==> config.mk <==
export PLATFORM = sky130hd
export DESIGN_NAME = uart_rx_byte_flat
export DESIGN_NICKNAME = d
export VERILOG_FILES = /design/src/rtl/uart_pkg.sv /design/src/rtl/uart_rx_byte_if.sv /design/src/rtl/uart_rx_sync.sv /design/src/rtl/uart_rx_byte.sv /design/src/flat_wrapper.sv
export SDC_FILE = /design/constraint.sdc
export NUM_CORES = 1
export LEC_CHECK = 0
export CAP_MARGIN = 20
export CORE_MARGIN = 4
export CORE_UTILIZATION = 40
export CTS_CLUSTER_SIZE = 14
export DETAILED_ROUTE_END_ITERATION = 8
export GPL_ROUTABILITY_DRIVEN = 0
export MAX_ROUTING_LAYER = met4
export PLACE_DENSITY = 0.6
export SLEW_MARGIN = 40
export SYNTH_ARGS = -nofsm -noshare
export SYNTH_HDL_FRONTEND = slang
export SYNTH_HIERARCHICAL = 1
export SYNTH_SLANG_ARGS = --single-unit
==> constraint.sdc <==
create_clock -name sys_clk -period 2.7 [get_ports sys_clk]
set_input_delay 0.405 -clock sys_clk [delete_from_list [all_inputs] [get_ports sys_clk]]
set_output_delay 0.405 -clock sys_clk [all_outputs]
set_load 0.05 [all_outputs]
==> src/rtl/uart_pkg.sv <==
// Shared UART constants: FSM state encodings and baud divider arithmetic.
// Meant to be reused by a companion transmitter.
package uart_pkg;

  localparam logic [1:0] ST_IDLE  = 2'd0;
  localparam logic [1:0] ST_START = 2'd1;
  localparam logic [1:0] ST_DATA  = 2'd2;
  localparam logic [1:0] ST_STOP  = 2'd3;

  typedef enum logic [1:0] {
    S_IDLE  = ST_IDLE,
    S_START = ST_START,
    S_DATA  = ST_DATA,
    S_STOP  = ST_STOP
  } rx_state_t;

  // Clock cycles per bit, truncated.
  function automatic int baud_cnt_max(input int clk_freq, input int baud);
    return clk_freq / baud;
  endfunction

  function automatic int baud_half(input int clk_freq, input int baud);
    return baud_cnt_max(clk_freq, baud) / 2;
  endfunction

endpackage

==> src/rtl/uart_rx_byte_if.sv <==
// Receiver-side bus: serial line in, received byte and status pulses out.
interface uart_rx_byte_if;
  logic       rx;
  logic [7:0] rx_data;
  logic       valid_flag;
  logic       frame_err;

  modport slave  (input rx,  output rx_data, output valid_flag, output frame_err);
  modport master (output rx, input rx_data,  input valid_flag,  input frame_err);
endinterface

==> src/rtl/uart_rx_sync.sv <==
// Two-flop synchroniser for the asynchronous rx pin plus a third flop for
// falling-edge detection. All flops reset to the idle (high) line level.
module uart_rx_sync (
  input  logic sys_clk,
  input  logic rst_n,
  input  logic i_rx,
  output logic o_rx_sync,
  output logic o_start_edge
);

  logic [2:0] r_sync;

  always_ff @(posedge sys_clk or negedge rst_n) begin
    if (!rst_n) begin
      r_sync <= 3'b111;
    end else begin
      r_sync <= {r_sync[1:0], i_rx};
    end
  end

  assign o_rx_sync    = r_sync[1];
  assign o_start_edge = r_sync[2] & ~r_sync[1];

endmodule

==> src/rtl/uart_rx_byte.sv <==
// 8N1 UART receiver, LSB first, mid-bit sampling. Emits a one-cycle valid
// pulse with the byte, or a one-cycle frame_err pulse when the stop bit is low.
module uart_rx_byte
  import uart_pkg::*;
#(
  parameter int CLK_FREQ = 50_000_000,
  parameter int BAUD     = 9600
) (
  input  logic           sys_clk,
  input  logic           rst_n,
  uart_rx_byte_if.slave  bus
);

  localparam int BAUD_CNT_MAX = baud_cnt_max(CLK_FREQ, BAUD);
  localparam int HALF         = baud_half(CLK_FREQ, BAUD);
  localparam int CNT_W        = $clog2(BAUD_CNT_MAX);

  localparam logic [CNT_W-1:0] CNT_LAST   = CNT_W'(BAUD_CNT_MAX - 1);
  localparam logic [CNT_W-1:0] CNT_SAMPLE = CNT_W'(HALF);

  generate
    if (BAUD_CNT_MAX < 4) begin : g_bad_baud
      $error("uart_rx_byte: CLK_FREQ/BAUD must be at least 4");
    end
  endgenerate

  logic w_rx_sync;
  logic w_start_edge;

  uart_rx_sync u_sync (
    .sys_clk      (sys_clk),
    .rst_n        (rst_n),
    .i_rx         (bus.rx),
    .o_rx_sync    (w_rx_sync),
    .o_start_edge (w_start_edge)
  );

  rx_state_t        r_state;
  logic [CNT_W-1:0] r_cnt;
  logic [2:0]       r_bit_idx;
  logic [7:0]       r_shift;
  logic [7:0]       r_rx_data;
  logic             r_valid;
  logic             r_ferr;

  rx_state_t        w_state_next;
  logic [CNT_W-1:0] w_cnt_next;
  logic [2:0]       w_bit_next;
  logic [7:0]       w_shift_next;
  logic [7:0]       w_data_next;
  logic             w_valid_next;
  logic             w_ferr_next;

  logic w_sample;
  logic w_wrap;

  assign w_sample = (r_cnt == CNT_SAMPLE);
  assign w_wrap   = (r_cnt == CNT_LAST);

  always_comb begin
    w_state_next = r_state;
    w_cnt_next   = r_cnt;
    w_bit_next   = r_bit_idx;
    w_shift_next = r_shift;
    w_data_next  = r_rx_data;
    w_valid_next = 1'b0;
    w_ferr_next  = 1'b0;

    if (r_state != S_IDLE) begin
      w_cnt_next = w_wrap ? '0 : r_cnt + CNT_W'(1);
    end

    case (r_state)
      S_IDLE: begin
        w_cnt_next = '0;
        w_bit_next = '0;
        if (w_start_edge) begin
          w_state_next = S_START;
        end
      end
      S_START: begin
        // High at mid start bit means a glitch, not a real start.
        if (w_sample && w_rx_sync) begin
          w_state_next = S_IDLE;
          w_cnt_next   = '0;
        end else if (w_wrap) begin
          w_state_next = S_DATA;
        end
      end
      S_DATA: begin
        if (w_sample) begin
          w_shift_next[r_bit_idx] = w_rx_sync;
        end
        if (w_wrap) begin
          if (r_bit_idx == 3'd7) begin
            w_state_next = S_STOP;
            w_bit_next   = '0;
          end else begin
            w_bit_next = r_bit_idx + 3'd1;
          end
        end
      end
      S_STOP: begin
        // Leave at mid stop bit so a following start bit is not missed.
        if (w_sample) begin
          w_state_next = S_IDLE;
          w_cnt_next   = '0;
          if (w_rx_sync) begin
            w_data_next  = r_shift;
            w_valid_next = 1'b1;
          end else begin
            w_ferr_next = 1'b1;
          end
        end
      end
      default: begin
        w_state_next = S_IDLE;
      end
    endcase
  end

  always_ff @(posedge sys_clk or negedge rst_n) begin
    if (!rst_n) begin
      r_state   <= S_IDLE;
      r_cnt     <= '0;
      r_bit_idx <= '0;
      r_shift   <= '0;
      r_rx_data <= '0;
      r_valid   <= 1'b0;
      r_ferr    <= 1'b0;
    end else begin
      r_state   <= w_state_next;
      r_cnt     <= w_cnt_next;
      r_bit_idx <= w_bit_next;
      r_shift   <= w_shift_next;
      r_rx_data <= w_data_next;
      r_valid   <= w_valid_next;
      r_ferr    <= w_ferr_next;
    end
  end

  assign bus.rx_data    = r_rx_data;
  assign bus.valid_flag = r_valid;
  assign bus.frame_err  = r_ferr;

endmodule

==> src/flat_wrapper.sv <==
// flat-port wrapper written by rule: the top's interface ports become plain ports
module uart_rx_byte_flat import uart_pkg::*;
#(
  parameter int CLK_FREQ = 50_000_000,
  parameter int BAUD     = 9600
)
  (sys_clk, rst_n, bus_rx, bus_rx_data, bus_valid_flag, bus_frame_err);
  uart_rx_byte_if bus_i ();
  input  logic sys_clk;
  input  logic rst_n;
  input wire logic [$bits(bus_i.rx)-1:0] bus_rx;
  output wire logic [$bits(bus_i.rx_data)-1:0] bus_rx_data;
  output wire logic [$bits(bus_i.valid_flag)-1:0] bus_valid_flag;
  output wire logic [$bits(bus_i.frame_err)-1:0] bus_frame_err;
  assign bus_i.rx = bus_rx;
  assign bus_rx_data = bus_i.rx_data;
  assign bus_valid_flag = bus_i.valid_flag;
  assign bus_frame_err = bus_i.frame_err;
  uart_rx_byte #(.CLK_FREQ(CLK_FREQ), .BAUD(BAUD)) u_core (.sys_clk(sys_clk), .rst_n(rst_n), .bus(bus_i));
endmodule
* Word-level counts from Yosys, hierarchy flattened
Cells that the tools add are included.
** Word-level totals
- Register bits after elaboration :: 39
- Bits in latches :: 0
- Bits in writable memories :: 0
- Memory bits (read-only) :: 0
- Input bits :: 3
- Logic and storage cells :: 58
- Memories kept :: 0
** Operators by class
- $add $sub $neg :: 2
- Multiply operators :: 0
- Divide/modulo/power cells :: 0
- Order comparisons :: 2
- Equal/unequal tests :: 11
- Shifts and indexed selects :: 0
- Mux-type cells :: 24
- Bitwise gates (word level) :: 2
- Reduce and logical (&&, ||, !) cells :: 9
** Operators with widths (number)
- 13-bit two-way mux :: 4
- 13-bit case mux with 3 select lines :: 1
- 13-bit by 1-bit adder with 13-bit output (second input constant) :: 1
- 13-bit by 12-bit == test with 1-bit output (second input constant) :: 1
- 13-bit == test (second input constant) :: 1
- 2-bit two-way mux :: 6
- 8-bit bitwise mux :: 1
- 2-bit case mux with 4 select lines :: 1
- 1-bit two-way mux :: 7
- 3-bit two-way mux :: 2
- 2-bit by 1-bit != test with 1-bit output (second input constant) :: 3
- 3-bit case mux with 2 select lines :: 1
- 5-bit AND reduction :: 1
- 2-bit == test (second input constant) :: 2
- 3-bit by 4-bit less-than comparator with 1-bit output (second input constant) :: 1
- 2-bit AND reduction :: 2
- 2-bit nonzero test :: 2
- 3-bit by 1-bit adder with 3-bit output (second input constant) :: 1
- 1-bit demux with 3-bit select :: 1
- 3-bit == test (second input constant) :: 1
- 3-bit by 1-bit >= comparator with 1-bit output (second input constant) :: 1
- 3-bit by 1-bit != test with 1-bit output (second input constant) :: 1
- 3-bit AND reduction :: 1
- 2-bit by 1-bit == test with 1-bit output (second input constant) :: 1
- other kinds (5) :: 6

* Longest topological paths before layout
Gate-level depths: netlist of the first run.
- Depth after elaboration :: 5
- Gate-level depth with buffers :: 8

* By module
Netlist of the first run, hierarchy kept.
** By module, submodules not included
- uart_rx_byte :: instances 1, cells an instance 166, area each 1785.5 sq um, sequential area each 900.9 sq um
- uart_rx_sync :: instances 1, cells an instance 4, area each 92.6 sq um, sequential area each 78.8 sq um

* Worst setup path before layout of the first run
No wires, ideal clock.
- Path kind :: register to register
- From :: register u_core.r_cnt[6]
- To :: register u_core.r_rx_data[0], in the netlist u_core/bus.rx_data[0]
- Setup time :: 0.125 ns
- Arrival :: 2.108 ns
- Slack :: 0.467 ns
- Stages on the path, launching flop included :: 6
- Path buffers :: 1
- Period minus slack after synthesis :: 2.233 ns
- Cell sequence :: dfrtp_1 -> or3b_2 -> or4_1 -> buf_6 -> nor3_4 -> mux2_2
** Between the ends
- Word-level cells in the longest chain between the ends :: 2
** Ends and longest elaborated chain
- start: declaration :: line uart_rx_byte.sv:39 : logic [CNT_W-1:0] r_cnt;
- start signal: assignment :: line uart_rx_byte.sv:133 : r_cnt <= w_cnt_next;
- 13-bit by 12-bit == test with 1-bit output :: line uart_rx_byte.sv:57 : assign w_sample = (r_cnt == CNT_SAMPLE);
- 3-bit AND reduction (no line)
- end signal: assignment :: line uart_rx_byte.sv:136 : r_rx_data <= w_data_next;
- end: declaration :: line uart_rx_byte.sv:42 : logic [7:0] r_rx_data;
No other way between the ends.
A chain may end at the register's enable or synchronous reset.

* Worst setup path in the final report of the first run
- From :: register u_core.r_cnt[6]
- To :: register u_core.r_rx_data[3], in the netlist u_core/bus.rx_data[3]
The elaborated chain is that of the path after synthesis.

==> metrics.txt, run 1 <==
# TYPE chip_impl_metric gauge
chip_impl_metric{name="postCtsResizedCells",unit=""} 0
chip_impl_metric{name="hold_ws",unit="ns"} 0.0754
chip_impl_metric{name="post_dp_cell_area",unit="um^2"} 2030
chip_impl_metric{name="multi_input_comb_area",unit="um^2"} 816
chip_impl_metric{name="sequential_standard_cell_area",unit="um^2"} 980
chip_impl_metric{name="cts_max_level",unit=""} 2
chip_impl_info{name="clock_tree_from_tritoncts",value="built"} 1
chip_impl_metric{name="worstSkewPairLatency",unit="ns"} 0.29
chip_impl_metric{name="drt_first_pass_iters",unit=""} 4
chip_impl_metric{name="postRouteWirelength",unit="um"} 3480
chip_impl_metric{name="design.portCount",unit=""} 13
chip_impl_metric{name="tritoncts.num_buffers",unit=""} 5
chip_impl_metric{name="finalMaxSlewViolations",unit=""} 0
chip_impl_metric{name="critical_path_buf_inv_count",unit=""} 0
chip_impl_metric{name="io_buffer_count",unit=""} 12
chip_impl_metric{name="fmaxAchievable",unit="MHz"} 420
chip_impl_metric{name="areaGrowthSynthToFinish",unit="%"} 14.4
chip_impl_metric{name="setup-tns-final",unit="ns"} 0
chip_impl_metric{name="finalInstanceArea",unit="um^2"} 2150
chip_impl_metric{name="track_usage",unit=""} 0.132
chip_impl_metric{name="ctsLongestPathBuffers",unit=""} 2
chip_impl_metric{name="maxCapViolations",unit=""} 0
chip_impl_metric{name="fp.dieH",unit="um"} 76.5
chip_impl_info{name="rsz0062_at_grt",value="false"} 1
chip_impl_metric{name="post-cts-setup-buffers",unit=""} 0
chip_impl_metric{name="netlist_area",unit="um^2"} 1880
chip_impl_metric{name="die-area",unit="um^2"} 5860
chip_impl_metric{name="synth-async-reset-ratio",unit=""} 1.00
chip_impl_metric{name="fin_crit",unit="ns"} 2.38
chip_impl_metric{name="static-leakage-power",unit="nW"} 0.953
chip_impl_info{name="result_of_the_run",value="finished clean"} 1
chip_impl_metric{name="utilization",unit=""} 0.483
chip_impl_info{name="r2r-start",value="u_core/r_cnt[6]"} 1
chip_impl_metric{name="normalized_max_slew_margin",unit=""} 0.613
chip_impl_metric{name="final.period_utilization",unit=""} 0.882
chip_impl_metric{name="unique_masters_post_synth",unit=""} 37
chip_impl_info{name="setup.worst_path.start_class",value="flop"} 1
chip_impl_metric{name="synthCells",unit=""} 170
chip_impl_metric{name="synth_edf_count",unit=""} 0
chip_impl_metric{name="power_density",unit="nW/um^2"} 623
chip_impl_metric{name="gr-total-overflow",unit=""} 0
chip_impl_metric{name="timing.reg2reg.worst_path_depth",unit=""} 4
chip_impl_metric{name="num_vias",unit=""} 1273
chip_impl_metric{name="postSynthAreaPerCell",unit="um^2"} 11.0
chip_impl_info{name="worstPathCellList",value="or3b_2, or4_1, nor3_4, mux2_2"} 1
chip_impl_metric{name="dr.first_iter.drc_count",unit=""} 97
chip_impl_info{name="worstSetupEndpointType",value="flop"} 1
chip_impl_metric{name="initial_utilization",unit=""} 0.423
chip_impl_metric{name="clk_transition_reported_paths",unit="ns"} 0.08
chip_impl_metric{name="postRouteAntennaNets",unit=""} 0
chip_impl_metric{name="crit_required",unit="ns"} 2.88
chip_impl_metric{name="synth_nets",unit=""} 177
chip_impl_metric{name="crit_path_max_fanout",unit=""} 8
chip_impl_metric{name="synth-seq-area-share",unit=""} 0.522
chip_impl_metric{name="cts.hold.buffers_added",unit=""} 0
chip_impl_metric{name="antenna_cells_inserted",unit=""} 0
chip_impl_metric{name="vdd_ir_drop_max",unit="mV"} 0.353
chip_impl_metric{name="worst-endpoint-arrival",unit="ns"} 2.56
chip_impl_metric{name="floorplan.rows",unit=""} 24
chip_impl_info{name="timing.setup.critical_path_class",value="flop to flop"} 1
chip_impl_metric{name="regToRegSetupSlack",unit="ns"} 0.32
chip_impl_metric{name="dp_hpwl",unit="um"} 2410
chip_impl_metric{name="fillCellCount",unit=""} 431
chip_impl_metric{name="drc_errors",unit=""} 0
chip_impl_info{name="holdCritPathClass",value="primary input to async pin"} 1
chip_impl_info{name="regToRegEndpoint",value="u_core/bus.rx_data[3]"} 1
chip_impl_metric{name="die_width",unit="um"} 76.5
chip_impl_metric{name="grt_pass1_vias",unit=""} 1289
chip_impl_metric{name="postSynthRegisterBits",unit=""} 39
chip_impl_metric{name="grt_max_degree",unit=""} 40
chip_impl_metric{name="fin_skew",unit="ns"} 0.00519
chip_impl_metric{name="wl_per_cell",unit="um"} 14.7
chip_impl_metric{name="tritoncts_num_sinks",unit=""} 39
chip_impl_metric{name="route.detailed.vias_per_inst",unit=""} 5.37
chip_impl_metric{name="grt_pass1_wl",unit="um"} 6100
chip_impl_metric{name="design.core.area",unit="um^2"} 4440
chip_impl_info{name="ctsRootBufferMaster",value="sky130_fd_sc_hd__clkbuf_8"} 1
chip_impl_metric{name="worst_pin_slew",unit="ns"} 0.573
chip_impl_metric{name="fraction_of_final_layout_cells_with_drive_strength_greater_than_1",unit=""} 0.189
chip_impl_metric{name="finalNetCount",unit=""} 191
chip_impl_info{name="synth_ff_type",value="sky130_fd_sc_hd__dfrtp_1"} 1
chip_impl_metric{name="finalSetupViolCount",unit=""} 0
chip_impl_info{name="critical_path.slowest_cell",value="sky130_fd_sc_hd__or3b_2"} 1
chip_impl_metric{name="timing.critical_path.slowest_cell_delay",unit="ns"} 0.49
chip_impl_info{name="critPathTopFamily",value="simple AND/OR/NAND/NOR gates"} 1
chip_impl_metric{name="initial_antenna_violation_count",unit=""} 0
chip_impl_metric{name="final-hold-violation-count",unit=""} 0
chip_impl_metric{name="yosysWarnings",unit=""} 6
-- where the power goes --
| group | switching, mW | internal, mW |
|---|---|---|
| logic | 0.0850 | 0.0617 |
| registers | 0.0663 | 0.624 |
| clock network | 0.203 | 0.299 |
-- layout by cell type, fill, tap and decap left out, types with 5 or more instances in the layout --
master	Yosys	final
sky130_fd_sc_hd__dfrtp_1	36	36
sky130_fd_sc_hd__nor2_1	18	18
sky130_fd_sc_hd__mux2_2	16	16
sky130_fd_sc_hd__clkdlybuf4s50_1	0	11
sky130_fd_sc_hd__xnor2_1	10	10
sky130_fd_sc_hd__nand2_1	9	9
sky130_fd_sc_hd__nor3_1	9	9
sky130_fd_sc_hd__nand4_1	8	8
sky130_fd_sc_hd__inv_1	8	8
sky130_fd_sc_hd__clkbuf_8	0	6
sky130_fd_sc_hd__nand3_1	6	6
sky130_fd_sc_hd__nor4_1	5	5
-- cells by family (layout without fill, tap and decap cells) --
group	count (synthesis)	after routing	synth area share
simple gates	69	69	0.203
flops	39	39	0.522
mux	19	19	0.112
buf+inv	16	31	0.0440
compound gates	12	12	0.0413
xor+xnor	11	11	0.0513
fa+ha+maj	4	4	0.0266
-- synth_stat cells (all sizes together), types with 2 or more instances --
| master | number | share of area |
|---|---|---|
| dfrtp | 36 | 0.48 |
| nand2 | 9 | 0.018 |
| mux2 | 16 | 0.096 |
| a21oi | 3 | 0.0080 |
| inv | 8 | 0.016 |
| nor3 | 10 | 0.033 |
| nor4 | 5 | 0.017 |
| or3b | 2 | 0.0093 |
| xnor2 | 10 | 0.047 |
| o21ai | 4 | 0.011 |
| dfstp | 3 | 0.042 |
| nor2b | 5 | 0.021 |
| clkbuf | 3 | 0.0067 |
| nand4 | 8 | 0.027 |
| and4 | 2 | 0.010 |
| mux2i | 3 | 0.016 |
| nor2 | 18 | 0.036 |
| nand3 | 6 | 0.016 |
| buf | 5 | 0.021 |
| ha | 4 | 0.027 |
-- registers in the layout (all words and copies together), names as in the netlist, named ones only --
name and cells:
u_core/u_sync/r_sync 3, u_core/r_bit_idx 3, u_core/r_state 1, u_core/bus.rx_data 8
u_core/r_cnt 13, u_core/bus.frame_err 1, u_core/bus.valid_flag 1, u_core/r_shift 8
-- layout make-up --
type,count,share of cell area
inverters,8,0.0140
clock inverters,2,0.0163
clock buffers,6,0.0384
multi-input cells,115,0.380
well taps,52,0.0303
repair buffers,15,0.0652
flip-flops and latches,39,0.456
-- metal layers --
layer,global-route usage,vias up,part of all wire,wire length [um]
met5,-,-,0,0
met4,0.0435,0,0.0063,22
met3,0.0449,2,0.038,132
met2,0.197,22,0.46,1620
met1,0.169,626,0.49,1710
li1,-,623,-,-
-- per-stage QoR --
| stage | worst slack (ns) | total power [mW] | instances |
|---|---|---|---|
| after detailed placement | 0.332 | 0.849 | 229 |
| after global placement | 0.406 | 0.844 | 229 |
| after floorplan | 0.467 | 0.801 | 170 |
| after CTS | 0.322 | 1.35 | 237 |
| after global routing | 0.258 | 1.42 | 237 |
| final | 0.320 | 1.34 | 237 |
-- how the worst max path moves through the flow --
stage / from / to / slack (ns) / depth (start not counted)
finish: u_core/r_cnt[6] / u_core/bus.rx_data[3] / 0.32 / 4
global route: u_core/r_cnt[0] / u_core/bus.rx_data[7] / 0.26 / 6
CTS: u_core/r_cnt[6] / u_core/bus.rx_data[3] / 0.32 / 4
detailed placement: u_core/r_cnt[6] / u_core/bus.rx_data[3] / 0.33 / 4
global placement: u_core/r_cnt[7] / u_core/bus.rx_data[4] / 0.41 / 4
floorplan: u_core/r_cnt[6] / u_core/bus.rx_data[0] / 0.47 / 5
-- worst register-to-register path: stages (launching register included) --
cell and delay [ns]:
sky130_fd_sc_hd__dfrtp_1 0.44, sky130_fd_sc_hd__or3b_2 0.49, sky130_fd_sc_hd__or4_1 0.49, sky130_fd_sc_hd__nor3_4 0.44, sky130_fd_sc_hd__mux2_2 0.40
No activity file was read; power rests on OpenSTA's default activity.
==> run 2: changes to the inputs <==
- DONT_BUFFER_PORTS: not set -> 1
- PLACE_DENSITY: 0.6 -> 0.56
==> metrics.txt, run 2 (synthesis gave the netlist of run 1 again) <==
# TYPE chip_impl_metric gauge
chip_impl_metric{name="grt_max_degree",unit=""} 40
chip_impl_metric{name="die_width",unit="um"} 76.5
chip_impl_metric{name="tritoncts.num_buffers",unit=""} 5
chip_impl_info{name="clock_tree_from_tritoncts",value="built"} 1
chip_impl_metric{name="num_vias",unit=""} 1245
chip_impl_metric{name="vdd_ir_drop_max",unit="mV"} 0.342
chip_impl_metric{name="design.core.area",unit="um^2"} 4440
chip_impl_info{name="final_common_cell",value="sky130_fd_sc_hd__dfrtp_1"} 1
chip_impl_metric{name="timing.critical_path.slowest_cell_delay",unit="ns"} 0.49
chip_impl_metric{name="initial_antenna_violation_count",unit=""} 0
chip_impl_metric{name="postRouteAntennaNets",unit=""} 0
chip_impl_metric{name="crit_path_max_fanout",unit=""} 8
chip_impl_metric{name="fraction_of_final_layout_cells_with_drive_strength_greater_than_1",unit=""} 0.200
chip_impl_metric{name="power_density",unit="nW/um^2"} 645
chip_impl_metric{name="dp_hpwl",unit="um"} 2400
chip_impl_metric{name="die-area",unit="um^2"} 5860
chip_impl_metric{name="areaGrowthSynthToFinish",unit="%"} 9.46
chip_impl_metric{name="regToRegSetupSlack",unit="ns"} 0.36
chip_impl_info{name="critical_path.slowest_cell",value="sky130_fd_sc_hd__or3b_2"} 1
chip_impl_metric{name="post-layout-total-power",unit="mW"} 1.33
chip_impl_metric{name="fin_skew",unit="ns"} 0.00588
chip_impl_metric{name="worstSkewPairLatency",unit="ns"} 0.29
chip_impl_metric{name="io_buffer_count",unit=""} 0
chip_impl_metric{name="fp.dieH",unit="um"} 76.5
chip_impl_metric{name="final-hold-violation-count",unit=""} 0
chip_impl_metric{name="design.portCount",unit=""} 13
chip_impl_metric{name="postCtsResizedCells",unit=""} 0
chip_impl_metric{name="hold_ws",unit="ns"} 0.108
chip_impl_info{name="top_register",value="u_core/r_cnt"} 1
chip_impl_metric{name="static-leakage-power",unit="nW"} 0.921
chip_impl_info{name="worstPathCellList",value="or3b_2, or4_1, nor3_4, mux2_2"} 1
chip_impl_info{name="result_of_the_run",value="finished clean"} 1
chip_impl_metric{name="crit_cells",unit=""} 4
chip_impl_metric{name="postRouteWirelength",unit="um"} 3480
chip_impl_info{name="timing.setup.critical_path_class",value="flop to flop"} 1
chip_impl_metric{name="final.period_utilization",unit=""} 0.866
chip_impl_metric{name="antenna_cells_inserted",unit=""} 0
chip_impl_metric{name="clk_transition_reported_paths",unit="ns"} 0.08
chip_impl_metric{name="timing.reg2reg.worst_path_depth",unit=""} 4
chip_impl_info{name="holdCritPathClass",value="primary input to flop"} 1
chip_impl_metric{name="wl_per_cell",unit="um"} 15.3
chip_impl_metric{name="route.detailed.vias_per_inst",unit=""} 5.48
chip_impl_metric{name="cts_max_level",unit=""} 2
chip_impl_metric{name="worst-endpoint-arrival",unit="ns"} 2.52
chip_impl_metric{name="gr-total-overflow",unit=""} 0
chip_impl_info{name="timing.hold.worst_endpoint",value="u_core/u_sync/r_sync[0]"} 1
chip_impl_info{name="rsz0062_at_grt",value="false"} 1
chip_impl_metric{name="floorplan.rows",unit=""} 24
chip_impl_metric{name="grt_pass1_wl",unit="um"} 6180
chip_impl_metric{name="maxCapViolations",unit=""} 0
chip_impl_metric{name="grt_pass1_vias",unit=""} 1247
chip_impl_metric{name="track_usage",unit=""} 0.134
chip_impl_metric{name="finalSetupViolCount",unit=""} 0
chip_impl_metric{name="utilization",unit=""} 0.463
chip_impl_metric{name="initial_utilization",unit=""} 0.423
chip_impl_info{name="commonest_non_fill_non_tap_cells_in_the_layout",value="36 x sky130_fd_sc_hd__dfrtp_1, 18 x sky130_fd_sc_hd__nor2_1, 16 x sky130_fd_sc_hd__mux2_2"} 1
chip_impl_info{name="worstSetupEndpointType",value="flop"} 1
chip_impl_metric{name="largest_reg_flops",unit=""} 13
chip_impl_info{name="regToRegEndpoint",value="u_core/bus.rx_data[0]"} 1
chip_impl_metric{name="normalized_max_slew_margin",unit=""} 0.596
chip_impl_metric{name="fin_crit",unit="ns"} 2.34
chip_impl_info{name="ctsRootBufferMaster",value="sky130_fd_sc_hd__clkbuf_8"} 1
chip_impl_metric{name="pre_cts_ws",unit="ns"} 0.342
chip_impl_metric{name="crit_required",unit="ns"} 2.88
chip_impl_metric{name="dr.first_iter.drc_count",unit=""} 60
chip_impl_metric{name="fmaxAchievable",unit="MHz"} 428
chip_impl_info{name="critPathTopFamily",value="simple AND/OR/NAND/NOR gates"} 1
chip_impl_info{name="timing.critical_path.from",value="u_core/r_cnt[6]"} 1
chip_impl_metric{name="worst_pin_slew",unit="ns"} 0.601
chip_impl_metric{name="drc_errors",unit=""} 0
chip_impl_metric{name="critical_path_buf_inv_count",unit=""} 0
chip_impl_metric{name="finalMaxSlewViolations",unit=""} 0
chip_impl_metric{name="tritoncts_num_sinks",unit=""} 39
chip_impl_metric{name="drt_first_pass_iters",unit=""} 4
chip_impl_info{name="hp-start",value="bus_rx"} 1
chip_impl_info{name="setup.worst_path.start_class",value="flop"} 1
chip_impl_metric{name="fin_ws",unit="ns"} 0.361
chip_impl_metric{name="setup-tns-final",unit="ns"} 0
chip_impl_metric{name="finalNetCount",unit=""} 181
chip_impl_info{name="r2r-start",value="u_core/r_cnt[6]"} 1
chip_impl_metric{name="hold_path_depth",unit=""} 0
chip_impl_metric{name="ctsLongestPathBuffers",unit=""} 2
==> run 2: area by class of cell <==
cell class	count	area (um^2)
fill	428	2390
sequential	39	980
multi-input combinational	115	816
clock buffer	5	68.8
tap	52	65.1
timing repair buffer	5	52.6
clock inverter	3	43.8
inverter	8	30.0
==> run 2: worst max-delay path by stage <==
stage	slack (ns)	to
detailed placement	0.34	u_core/bus.rx_data[0]
CTS	0.33	u_core/bus.rx_data[0]
finish	0.36	u_core/bus.rx_data[0]
global route	0.25	u_core/bus.rx_data[3]
global placement	0.39	u_core/bus.rx_data[3]
floorplan	0.47	u_core/bus.rx_data[0]
==> run 2: timing repair <==
action	4_1_cts	5_1_grt
hold buffers	2	0
endpoints found under the hold margin	39	0
setup buffers	0	0
==> run 2: per-layer routing <==
| metal | wire [um] | vias up | share of wire | global-route usage |
|---|---|---|---|---|
| met2 | 1610 | 17 | 0.46 | 0.191 |
| met4 | 49 | 0 | 0.014 | 0.0543 |
| met5 | 0 | - | 0 | - |
| met1 | 1710 | 616 | 0.49 | 0.186 |
| met3 | 115 | 5 | 0.033 | 0.0296 |
| li1 | - | 607 | - | - |
==> run 2: power by group <==
part / switching, mW / internal [mW]
Sequential: 0.0676 / 0.624
Combinational: 0.0860 / 0.0644
Clock: 0.209 / 0.275
==> run 2: metrics by stage <==
| stage | cell area [um^2] | std cells |
|---|---|---|
| 6_report | 2060 | 227 |
| 3_5_place_dp | 1910 | 217 |
| 3_3_place_gp | 1910 | 217 |
| 5_1_grt | 2060 | 227 |
| 2_1_floorplan | 1880 | 170 |
| 4_1_cts | 2060 | 227 |
